`src/rtl/fetch_prefetch_unit.sv`:
```
// Instruction-fetch front end: in-order word fetch, DEPTH-entry prefetch FIFO, redirect squash.
// Define FETCH_STATS_EN to add the stat_fetched / stat_squashed word counters.
module fetch_prefetch_unit #(
  parameter int unsigned DEPTH    = 4,
  parameter logic [31:0] RESET_PC = 32'h0040_0000
) (
  input  logic        clk,
  input  logic        reset,
  output logic        imem_req_valid,
  input  logic        imem_req_ready,
  output logic [31:0] imem_req_addr,
  input  logic        imem_rsp_valid,
  input  logic [31:0] imem_rsp_data,
  input  logic        redirect_valid,
  input  logic [31:0] redirect_pc,
  output logic        if_valid,
  input  logic        if_ready,
  output logic [31:0] if_instr,
  output logic [31:0] if_pc_plus4
`ifdef FETCH_STATS_EN
  ,
  output logic [31:0] stat_fetched,
  output logic [31:0] stat_squashed
`endif
);
  localparam int unsigned PW = $clog2(DEPTH);
  localparam int unsigned CW = PW + 1;
  localparam logic [CW:0] DEPTH_C = (CW+1)'(DEPTH);

  logic [31:0]   fetch_pc_q, fetch_pc_d;
  logic [31:0]   rsp_pc_q, rsp_pc_d;
  logic [CW-1:0] fifo_count_q, fifo_count_d;
  logic [CW-1:0] outstanding_q, outstanding_d;
  logic [CW-1:0] drop_cnt_q, drop_cnt_d;
  logic [PW-1:0] wr_ptr_q, wr_ptr_d;
  logic [PW-1:0] rd_ptr_q, rd_ptr_d;
  logic [31:0]   instr_mem_q [DEPTH];
  logic [31:0]   pc4_mem_q   [DEPTH];

  logic        credit_ok, req_fire, drop, push, pop;
  logic [31:0] redirect_aligned, rsp_pc_plus4;

  assign redirect_aligned = {redirect_pc[31:2], 2'b00};
  assign rsp_pc_plus4     = rsp_pc_q + 32'd4;
  // Buffered plus in-flight words never exceed DEPTH, so a response always finds a free slot.
  assign credit_ok = ({1'b0, fifo_count_q} + {1'b0, outstanding_q}) < DEPTH_C;

  assign imem_req_valid = reset && credit_ok && !redirect_valid;
  assign imem_req_addr  = fetch_pc_q;
  assign if_valid       = (fifo_count_q != '0);
  assign if_instr       = instr_mem_q[rd_ptr_q];
  assign if_pc_plus4    = pc4_mem_q[rd_ptr_q];

  assign req_fire = imem_req_valid && imem_req_ready;
  assign drop     = imem_rsp_valid && (redirect_valid || (drop_cnt_q != '0));
  assign push     = imem_rsp_valid && !drop;
  assign pop      = if_valid && if_ready && !redirect_valid;

  always_comb begin
    fetch_pc_d    = fetch_pc_q;
    rsp_pc_d      = rsp_pc_q;
    fifo_count_d  = fifo_count_q;
    outstanding_d = outstanding_q;
    drop_cnt_d    = drop_cnt_q;
    wr_ptr_d      = wr_ptr_q;
    rd_ptr_d      = rd_ptr_q;
    if (redirect_valid) begin
      fetch_pc_d    = redirect_aligned;
      rsp_pc_d      = redirect_aligned;
      fifo_count_d  = '0;
      wr_ptr_d      = '0;
      rd_ptr_d      = '0;
      outstanding_d = outstanding_q - CW'(imem_rsp_valid);
      drop_cnt_d    = outstanding_q - CW'(imem_rsp_valid);
    end else begin
      if (req_fire) fetch_pc_d = fetch_pc_q + 32'd4;
      outstanding_d = outstanding_q + CW'(req_fire) - CW'(imem_rsp_valid);
      if (drop) drop_cnt_d = drop_cnt_q - CW'(1);
      if (push) begin
        rsp_pc_d = rsp_pc_plus4;
        wr_ptr_d = wr_ptr_q + PW'(1);
      end
      if (pop) rd_ptr_d = rd_ptr_q + PW'(1);
      fifo_count_d = fifo_count_q + CW'(push) - CW'(pop);
    end
  end

  always_ff @(posedge clk or negedge reset) begin
    if (!reset) begin
      fetch_pc_q    <= RESET_PC;
      rsp_pc_q      <= RESET_PC;
      fifo_count_q  <= '0;
      outstanding_q <= '0;
      drop_cnt_q    <= '0;
      wr_ptr_q      <= '0;
      rd_ptr_q      <= '0;
      for (int i = 0; i < int'(DEPTH); i++) begin
        instr_mem_q[i] <= '0;
        pc4_mem_q[i]   <= '0;
      end
    end else begin
      fetch_pc_q    <= fetch_pc_d;
      rsp_pc_q      <= rsp_pc_d;
      fifo_count_q  <= fifo_count_d;
      outstanding_q <= outstanding_d;
      drop_cnt_q    <= drop_cnt_d;
      wr_ptr_q      <= wr_ptr_d;
      rd_ptr_q      <= rd_ptr_d;
      if (push) begin
        instr_mem_q[wr_ptr_q] <= imem_rsp_data;
        pc4_mem_q[wr_ptr_q]   <= rsp_pc_plus4;
      end
    end
  end

`ifdef FETCH_STATS_EN
  logic [31:0] stat_fetched_q, stat_fetched_d;
  logic [31:0] stat_squashed_q, stat_squashed_d;

  always_comb begin
    stat_fetched_d  = stat_fetched_q + 32'(push);
    stat_squashed_d = stat_squashed_q + 32'(drop);
    if (redirect_valid) stat_squashed_d = stat_squashed_d + 32'(fifo_count_q);
  end

  always_ff @(posedge clk or negedge reset) begin
    if (!reset) begin
      stat_fetched_q  <= '0;
      stat_squashed_q <= '0;
    end else begin
      stat_fetched_q  <= stat_fetched_d;
      stat_squashed_q <= stat_squashed_d;
    end
  end

  assign stat_fetched  = stat_fetched_q;
  assign stat_squashed = stat_squashed_q;
`endif

  a_no_push_when_full: assert property (@(posedge clk) disable iff (!reset)
    push |-> (fifo_count_q != CW'(DEPTH)));
  a_outstanding_bound: assert property (@(posedge clk) disable iff (!reset)
    outstanding_q <= CW'(DEPTH));

endmodule

```
`config.mk`:
```
export PLATFORM = sky130hd
export DESIGN_NAME = fetch_prefetch_unit
export DESIGN_NICKNAME = d
export VERILOG_FILES = /design/src/rtl/fetch_prefetch_unit.sv
export SDC_FILE = /design/constraint.sdc
export NUM_CORES = 1
export LEC_CHECK = 0
export BUFFER_PORTS_ARGS = -buffer_cell sky130_fd_sc_hd__buf_2
export CORE_ASPECT_RATIO = 1.5
export CORE_MARGIN = 3
export CORE_UTILIZATION = 59
export CTS_CLUSTER_SIZE = 10
export DETAILED_ROUTE_END_ITERATION = 16
export GPL_TIMING_DRIVEN = 0
export PLACE_DENSITY = 0.76
export SLEW_MARGIN = 5
export SYNTH_ARGS = -nofsm -noshare
export SYNTH_HDL_FRONTEND = slang
export SYNTH_SLANG_ARGS = --single-unit
```
`constraint.sdc`:
```
create_clock -name clk -period 4.2 [get_ports clk]
set_input_delay 0.63 -clock clk [delete_from_list [all_inputs] [get_ports clk]]
set_output_delay 0.63 -clock clk [all_outputs]
set_load 0.01 [all_outputs]
```
== Word level (Yosys, flattened, before mapping) ==
Cells that the tools add are included.

* Add/subtract/negate cells: 11
* Magnitude comparators: 4
* Muxes and demuxes: 22
* Bitwise logic cells: 2
* Reductions and logical operators: 17

{| class="wikitable"
|+ Operator list
! operator !! count
|-
| 32-bit two-way mux || 9
|-
| 128-bit bitwise mux || 2
|-
| 32-bit binary-select mux with 2-bit select || 2
|-
| 32-bit by 3-bit adder with 32-bit output, second input constant || 2
|-
| 32-bit demux with 2-bit select || 1
|-
| 3-bit two-way mux || 4
|-
| 3-bit by 1-bit subtractor with 3-bit output || 3
|-
| 1-bit logical AND || 8
|-
| 2-bit two-way mux || 4
|-
| 2-bit nonzero test || 4
|-
| 3-bit by 1-bit adder with 3-bit output || 2
|-
| 3-bit >= comparator, second input constant || 2
|-
| 2-bit NOT with 3-bit output || 2
|-
| 3-bit nonzero test || 2
|-
| 2-bit by 1-bit adder with 2-bit output, second input constant || 2
|-
| 3-bit by 3-bit adder with 4-bit output || 1
|-
| 4-bit by 3-bit < comparator with 1-bit output, second input constant || 1
|-
| 3-bit by 1-bit < comparator with 1-bit output, second input constant || 1
|-
| 3-bit by 1-bit subtractor with 3-bit output, second input constant || 1
|-
| 1-bit zero test || 2
|-
| 1-bit logical OR || 1
|}

* Register bits after elaboration: 333
* Bits of input ports: 70
* Logic and storage cells: 71

== Logic depth before layout (Yosys ltp) ==
Gate-level depths: netlist of the first run.

* Word-level depth: 8
* Depth in mapped cells: 13
* Gate-level depth less buffers: 12

== Worst setup path after synthesis of the first run ==
Ideal clock, no wire load.

* Path type: reg-to-reg
* Start: register fifo_count_q[2]
* End: register outstanding_q[2]
* Library setup time: 79 ps
* Arrival: 3,204 ps
* Path slack: 917 ps
* Cell stages (with the launch flop): 14
* Path buffers: 2
* Period minus slack after synthesis: 3,283 ps
* Path through: dfrtp_1 -> ha_1 -> or4b_4 -> nor4b_4 -> inv_2 -> buf_2 -> buf_2 -> ha_1 -> inv_1 -> ha_1 -> fa_1 -> xor2_1 -> o21ai_0 -> xor2_1

* Longest elaborated chain between the ends: 8

{| class="wikitable"
|+ Ends and longest elaborated chain
! what !! line !! text
|-
| from (decl) || 32 || <nowiki>logic [CW-1:0] fifo_count_q, fifo_count_d;</nowiki>
|-
| from (signal assigned) || 104 || <nowiki>fifo_count_q <= fifo_count_d;</nowiki>
|-
| 3-bit by 3-bit adder with 4-bit output || 46 || <nowiki>assign credit_ok = ({1'b0, fifo_count_q} + {1'b0, outstanding_q}) < DEPTH_C;</nowiki>
|-
| 4-bit by 3-bit < comparator with 1-bit output || 46 ||
|-
| 1-bit logical AND (2 in a row) || 48 || <nowiki>assign imem_req_valid = reset && credit_ok && !redirect_valid;</nowiki>
|-
| 1-bit logical AND || 54 || <nowiki>assign req_fire = imem_req_valid && imem_req_ready;</nowiki>
|-
| 3-bit by 1-bit adder with 3-bit output || 77 || <nowiki>outstanding_d = outstanding_q + CW'(req_fire) - CW'(imem_rsp_valid);</nowiki>
|-
| 3-bit by 1-bit subtractor with 3-bit output || 77 ||
|-
| 3-bit two-way mux || 67 || <nowiki>if (redirect_valid) begin</nowiki>
|-
| named net outstanding_d[2] || 33 || <nowiki>logic [CW-1:0] outstanding_q, outstanding_d;</nowiki>
|-
| to (signal assigned) || 105 || <nowiki>outstanding_q <= outstanding_d;</nowiki>
|-
| to (decl) || 33 ||
|}

The timed path passes the listed nets, and every way through them passes these cells.
A chain may end at the register's enable or synchronous reset.

== Final worst setup path of the first run ==
* Start: input reset
* End: register outstanding_q[2]

* Longest elaborated chain between the ends: 6

{| class="wikitable"
|+ Ends and longest elaborated chain
! what !! line !! text
|-
| from (decl) || 8 || <nowiki>input logic reset,</nowiki>
|-
| 1-bit logical AND (2 in a row) || 48 ||
|-
| 1-bit logical AND || 54 ||
|-
| 3-bit by 1-bit adder with 3-bit output || 77 ||
|-
| 3-bit by 1-bit subtractor with 3-bit output || 77 ||
|-
| 3-bit two-way mux || 67 ||
|-
| named net outstanding_d[2] || 33 ||
|}

The timed path passes the listed nets, and every way through them passes these cells.

==> results.yml, run 1 <==
final_layout:
  area_growth_pct: 15.4
  seq_area_sq_um: 8040
  num-fill-cells: 1810
  drive_gt1_share_pct: 29.4
  multi_input_area_sq_um: 6570
  nets: 1550
  design_area_sq_um: 17300
  diodes: 0
clock_network:
  cts_setup_buffers: 0
  cts_made_buffers: 38
  clkLatencyLatePin_ns: 0.52
  htreeDepth: 2
  cts_tree: "done"
  postCtsHoldBufs: 0
  clockBufferDepth: 3
  cts-root-buf: "clkbuf_16"
  clkSinkCount: 321
  cts_resized: 0
  clk_pin_slew_ns: 0.06
critical_path:
  start_kind: "primary input"
  endpoint_kind: "flip-flop"
  critPathKind: "in2reg"
  required_ns: 4.63
  r2r_cells: 13
  r2r_setup_slack_ns: 0.33
  reg2reg_from: "fifo_count_q[2]"
  r2r-end: "outstanding_q[2]"
  arrival_ns: 4.33
  cp_max_fo: 96
status:
  status: "complete, no violations"
yosys:
  yosysSeqAreaShare_pct: 53.5
  ys_seq_elements: 321
  synth_edf_count: 0
  async_flop_share_pct: 100
  synth_area_per_cell_sq_um: 12.0
  synth_area_leaders: "dfrtp_1, mux2_2, mux4_2"
  syn_area_sq_um: 15000
  syn_inst: 1256
  synth.most_common_cell: "dfrtp_1"
  yosysTopAreaCell: "dfrtp_1"
  synthTopCellsByCount: "dfrtp_1, nand2_1, mux2_2, o21ai_0, mux4_2"
  yosys_most_used_dff: "dfrtp_1"
  synthDistinctLibCells: 45
  yosys_warnings: 0
  synth_top_area_share_pct: 53.2
timing:
  report.final.hold_viol_count: 0
  slew_headroom_pct: 38.5
  finalSetupViolCount: 0
  clock_skew_ns: 0.0194
  max_freq_mhz: 257
  fin_tns_setup_ns: 0
  min_period_over_period_pct: 92.8
  tightest_slew_ns: 0.923
  rsz0062_at_grt: "no"
  period_needed_ns: 3.90
  final_max_slew_viol_count: 0
floorplanning:
  core_sq_um: 24700
  dieArea_sq_um: 27400
  ios: 168
  rows: 70
  start_util_pct: 60.8
  die_w_um: 136
  dieHeight_um: 201
run:
  cap_violations: 0
placed_design:
  port_buffers: 161
  placed_cell_area_sq_um: 16300
  dp_hpwl_um: 26200
  routabilityCongestion: 0.967
detailed_routing:
  drc: 0
  postRouteAntennaNets: 0
  routed_wl_um: 36700
  dr.pass1.iters: 5
  wire_per_inst_um: 20.5
  drt-initial-drc-count: 632
  viasPerCell: 6.05
  dr_total_vias: 10800
power:
  vdd_drop_max_mv: 0.438
  p_leak_uw: 0.00787
  p_per_area_nw_per_um2: 562
grt:
  overflow: 0
  grt_antenna_before_repair: 0
  grt_pass1_wl_um: 59000
  grt_start_max_net_pins: 116
  grt_pass1_vias: 11700
  grt_use_total_pct: 27.1
hold_path:
  hold_class: "in2async"
[worst max-delay path, cell delays in order]
cell and delay [ns]:
buf_8 0.50, or4b_4 0.57, nor4b_4 0.60, inv_2 0.07, buf_2 0.23, buf_2 0.25
ha_1 0.30, inv_1 0.04, ha_1 0.19, fa_1 0.39, xor2_1 0.15, o21ai_0 0.19
xor2_1 0.16
[metal layers]
| layer | GRT usage, % | share of wire [%] | vias up |
|---|---|---|---|
| met5 | 0 | 0 | - |
| met4 | 9.80 | 3.1 | 0 |
| met3 | 4.00 | 5.6 | 91 |
| met2 | 49.9 | 54 | 423 |
| met1 | 31.7 | 37 | 5453 |
| li1 | - | - | 4880 |
[placed cells by master (no fill, tap or decap), drive strengths merged, types with 12 or more instances in the layout]
cell	count
o211ai	15
nand3	40
inv	22
o21ai	147
clkbuf	104
mux2	147
buf	188
xor2	35
nand2	182
dfrtp	319
xnor2	36
nor2	35
nor3	12
mux4	62
ha	16
nand4	31
[cells by family after synthesis]
kind of cell | count (synthesis) | share of synthesized area [%]
compound gates | 188 | 6.93
simple gates | 342 | 10.6
other cells | 1 | 0.0250
buf+inv | 105 | 2.77
xor+xnor | 71 | 4.14
mux | 210 | 20.4
flops | 321 | 53.5
fa+ha+maj | 18 | 1.60
[report_power, final]
part           internal, uW  switching, uW
clock network          1670           1170
registers              3720            389
logic                  1390           1400
total                  6770           2960
[how the worst max path moves through the flow]
stage	from	to	slack, ns
after floorplan	fifo_count_q[2]	outstanding_q[2]	0.92
after global placement	reset	outstanding_q[2]	-5.03
after detailed placement	reset	outstanding_q[2]	-0.23
after CTS	reset	outstanding_q[2]	0.29
after global routing	reset	outstanding_q[2]	0.07
final	reset	outstanding_q[2]	0.30
[flip-flops by register name, indices dropped and copies added, names as in the netlist]
| signal | count |
|---|---|
| imem_req_addr | 30 |
| outstanding_q | 3 |
| rd_ptr_q | 2 |
| pc4_mem_q | 120 |
| wr_ptr_q | 2 |
| rsp_pc_q | 30 |
| fifo_count_q | 3 |
| drop_cnt_q | 3 |
| instr_mem_q | 128 |
[per-stage QoR]
stage	hold WS (ns)	utilization (%)	setup slack, ns	power [uW]	instances
3_5_place_dp	0.466	66.0	-0.230	6950	1746
2_1_floorplan	0.334	-	0.917	5890	1259
3_3_place_gp	0.457	65.7	-5.03	6810	1744
5_1_grt	0.175	70.1	0.0679	10200	1792
6_report	0.118	70.1	0.301	9730	1792
4_1_cts	0.160	70.1	0.291	9820	1792
[area by class of cell]
type	instances	share of cell area [%]
multi-input cells	833	37.9
repair buffers	163	5.03
inverters	20	0.433
clock inverters	2	0.101
flip-flops and latches	321	46.4
clock buffers	44	5.80
plain buffers	85	1.96
well taps	324	2.34
Note: power is estimated with default switching activity, not from simulation.
==> inputs of run 2 (changes only) <==
==> constraint.sdc (replaced) <==
create_clock -name clk -period 4.2 [get_ports clk]
set_input_delay 0 -clock clk [delete_from_list [all_inputs] [get_ports clk]]
set_output_delay 0 -clock clk [all_outputs]
set_load 0.01 [all_outputs]
==> run 2 against run 1 <==
Against the previous run:
- sequential share of layout area down 1.7 points
- critical path type is now reg2reg
- first-iteration DRC count down 12%
- sequential power about the same
- critical path depth unchanged
- largest cell class unchanged
- routed wire length up 2.1%
- final area up 3.8%
- clock-buffer cell count unchanged
- clock power about the same
- register-to-register slack about the same
- via count up 2.5%
==> results.yml, run 2 (synthesis results as in run 1) <==
clock_network:
  cts_made_buffers: 38
  clkLatencyLatePin_ns: 0.52
  clockBufferDepth: 3
  cts_tree: "done"
  clkSinkCount: 321
  clk_pin_slew_ns: 0.06
  cts_resized: 0
  htreeDepth: 2
  cts-root-buf: "clkbuf_16"
final_layout:
  largestRegisters: "instr_mem_q (128), pc4_mem_q (120)"
  diodes: 0
  num-fill-cells: 1721
  nets: 1615
  drive_gt1_share_pct: 28.1
  regMostFlops: "instr_mem_q"
  largest_reg_flops: 128
  final_common_cell: "dfrtp_1"
  final_cell_mix: "dfrtp_1, nand2_1, buf_2, o21ai_0, mux2_2"
  area_growth_pct: 19.7
timing:
  finalSetupViolCount: 0
  min_period_over_period_pct: 92.2
  rsz0062_at_grt: "no"
  report.final.hold_viol_count: 0
  final_max_slew_viol_count: 0
  fin_ws_ns: 0.329
  clock_skew_ns: 0.0246
  tightest_slew_ns: 0.917
  period_needed_ns: 3.87
  max_freq_mhz: 258
  whs_ns: 0.0457
  slew_headroom_pct: 38.9
  fin_tns_setup_ns: 0
critical_path:
  crit_top_cell: "ha_1"
  arrival_ns: 4.31
  start_kind: "flip-flop"
  cp_slowest_cell: "nor4b_4"
  crit_chain: "ha_1 -> or4b_4 -> nor4b_4 -> inv_2 -> buf_2 -> buf_2 -> ha_1 -> inv_1 -> ha_1 -> fa_1 -> xor2_1 -> o21ai_0 -> xor2_1"
  slowest_delay_ns: 0.61
  critPathKind: "reg2reg"
  cp_max_fo: 10
  required_ns: 4.63
  endpoint_kind: "flip-flop"
status:
  status: "complete, no violations"
detailed_routing:
  postRouteAntennaNets: 0
  dr.pass1.iters: 5
  wire_per_inst_um: 20.2
  viasPerCell: 5.99
  drc: 0
  routed_wl_um: 37400
  drt-initial-drc-count: 557
  dr_total_vias: 11100
grt:
  grt_start_max_net_pins: 116
  grt_pass1_wl_um: 60100
  grt_pass1_vias: 12100
  grt_use_total_pct: 27.6
  overflow: 0
  grt_antenna_before_repair: 0
floorplanning:
  start_util_pct: 60.8
  dieHeight_um: 201
  core_sq_um: 24700
  dieArea_sq_um: 27400
  rows: 70
  ios: 168
  die_w_um: 136
placed_design:
  dp_hpwl_um: 26200
  routabilityCongestion: 0.967
  port_buffers: 161
  dp_slack_ns: 0.363
hold_path:
  hold_class: "in2reg"
power:
  p_per_area_nw_per_um2: 544
  p_leak_uw: 0.00815
  fin_total_pwr_uw: 9790
  vdd_drop_max_mv: 0.406
run:
  cap_violations: 0
## run 2: cell types whose count changed in the layout (fill, tap and decap cells not counted), sizes merged
cell         delta
dlygate4sd3    +65
## run 2: metrics by stage
stage / cell area (sq um) / util, % / cells
after detailed placement: 16300 / 66.0 / 1746
after global routing: 18000 / 72.8 / 1857
final: 18000 / 72.8 / 1857
after global placement: 16200 / 65.7 / 1744
after CTS: 18000 / 72.8 / 1857
after floorplan: 15000 / - / 1259
## run 2: power breakdown
group,internal [uW],switching [uW]
combinational,1430,1410
clock,1670,1170
sequential,3720,389
total,6810,2980
## run 2: timing repair
item | CTS | global route
endpoints found under the setup margin | 0 | 0
setup buffers | 0 | 0
hold buffers | 65 | 0
endpoints found under the hold margin | 287 | 0
## run 2: layout make-up
type	instances	area [sq um]	share of cell area [%]
clock buffer	44	1000	5.59
multi-input combinational	833	6570	36.6
sequential	321	8040	44.7
buffer	85	340	1.89
timing repair buffer	228	1520	8.47
inverter	20	75.1	0.418
tap	324	405	2.26
clock inverter	2	17.5	0.0975
## run 2: layer usage
layer  global-route usage, %  part of all wire (%)  vias to the layer above  wire (um)
li1                        -                     -                     5022          -
met1                    31.7                    37                     5555      13800
met3                    4.18                   5.5                      108       2060
met5                       0                     0                        -          0
met4                    10.8                   3.4                        0       1260
met2                    50.8                    54                      433      20300
## run 2: path summary, 6_finish.rpt
| check | start | to | slack (ns) | depth (start not counted) |
|---|---|---|---|---|
| worst max-delay path | fifo_count_q[2] | outstanding_q[2] | 0.33 | 13 |
| worst min-delay path | imem_req_ready | imem_req_addr[29] | 0.05 | 5 |
| worst max register to register | fifo_count_q[2] | outstanding_q[2] | 0.33 | 13 |
| worst min register to register | pc4_mem_q[41] | pc4_mem_q[41] | 0.47 | 2 |
| max in group asynchronous | reset | instr_mem_q[89] | 2.62 | 4 |
| min in group asynchronous | reset | instr_mem_q[69] | 0.08 | 2 |
## run 2: worst max-delay path: cells and delay by family, from the launching register on
kind | cells | cell delay (ns)
DFF | 1 | 0.41
xor gates and xnor gates | 2 | 0.31
buffers and inverters | 4 | 0.58
adders and majority gates | 4 | 1.18
and+or+nand+nor | 2 | 1.14
AOI/OAI and AO/OA | 1 | 0.19
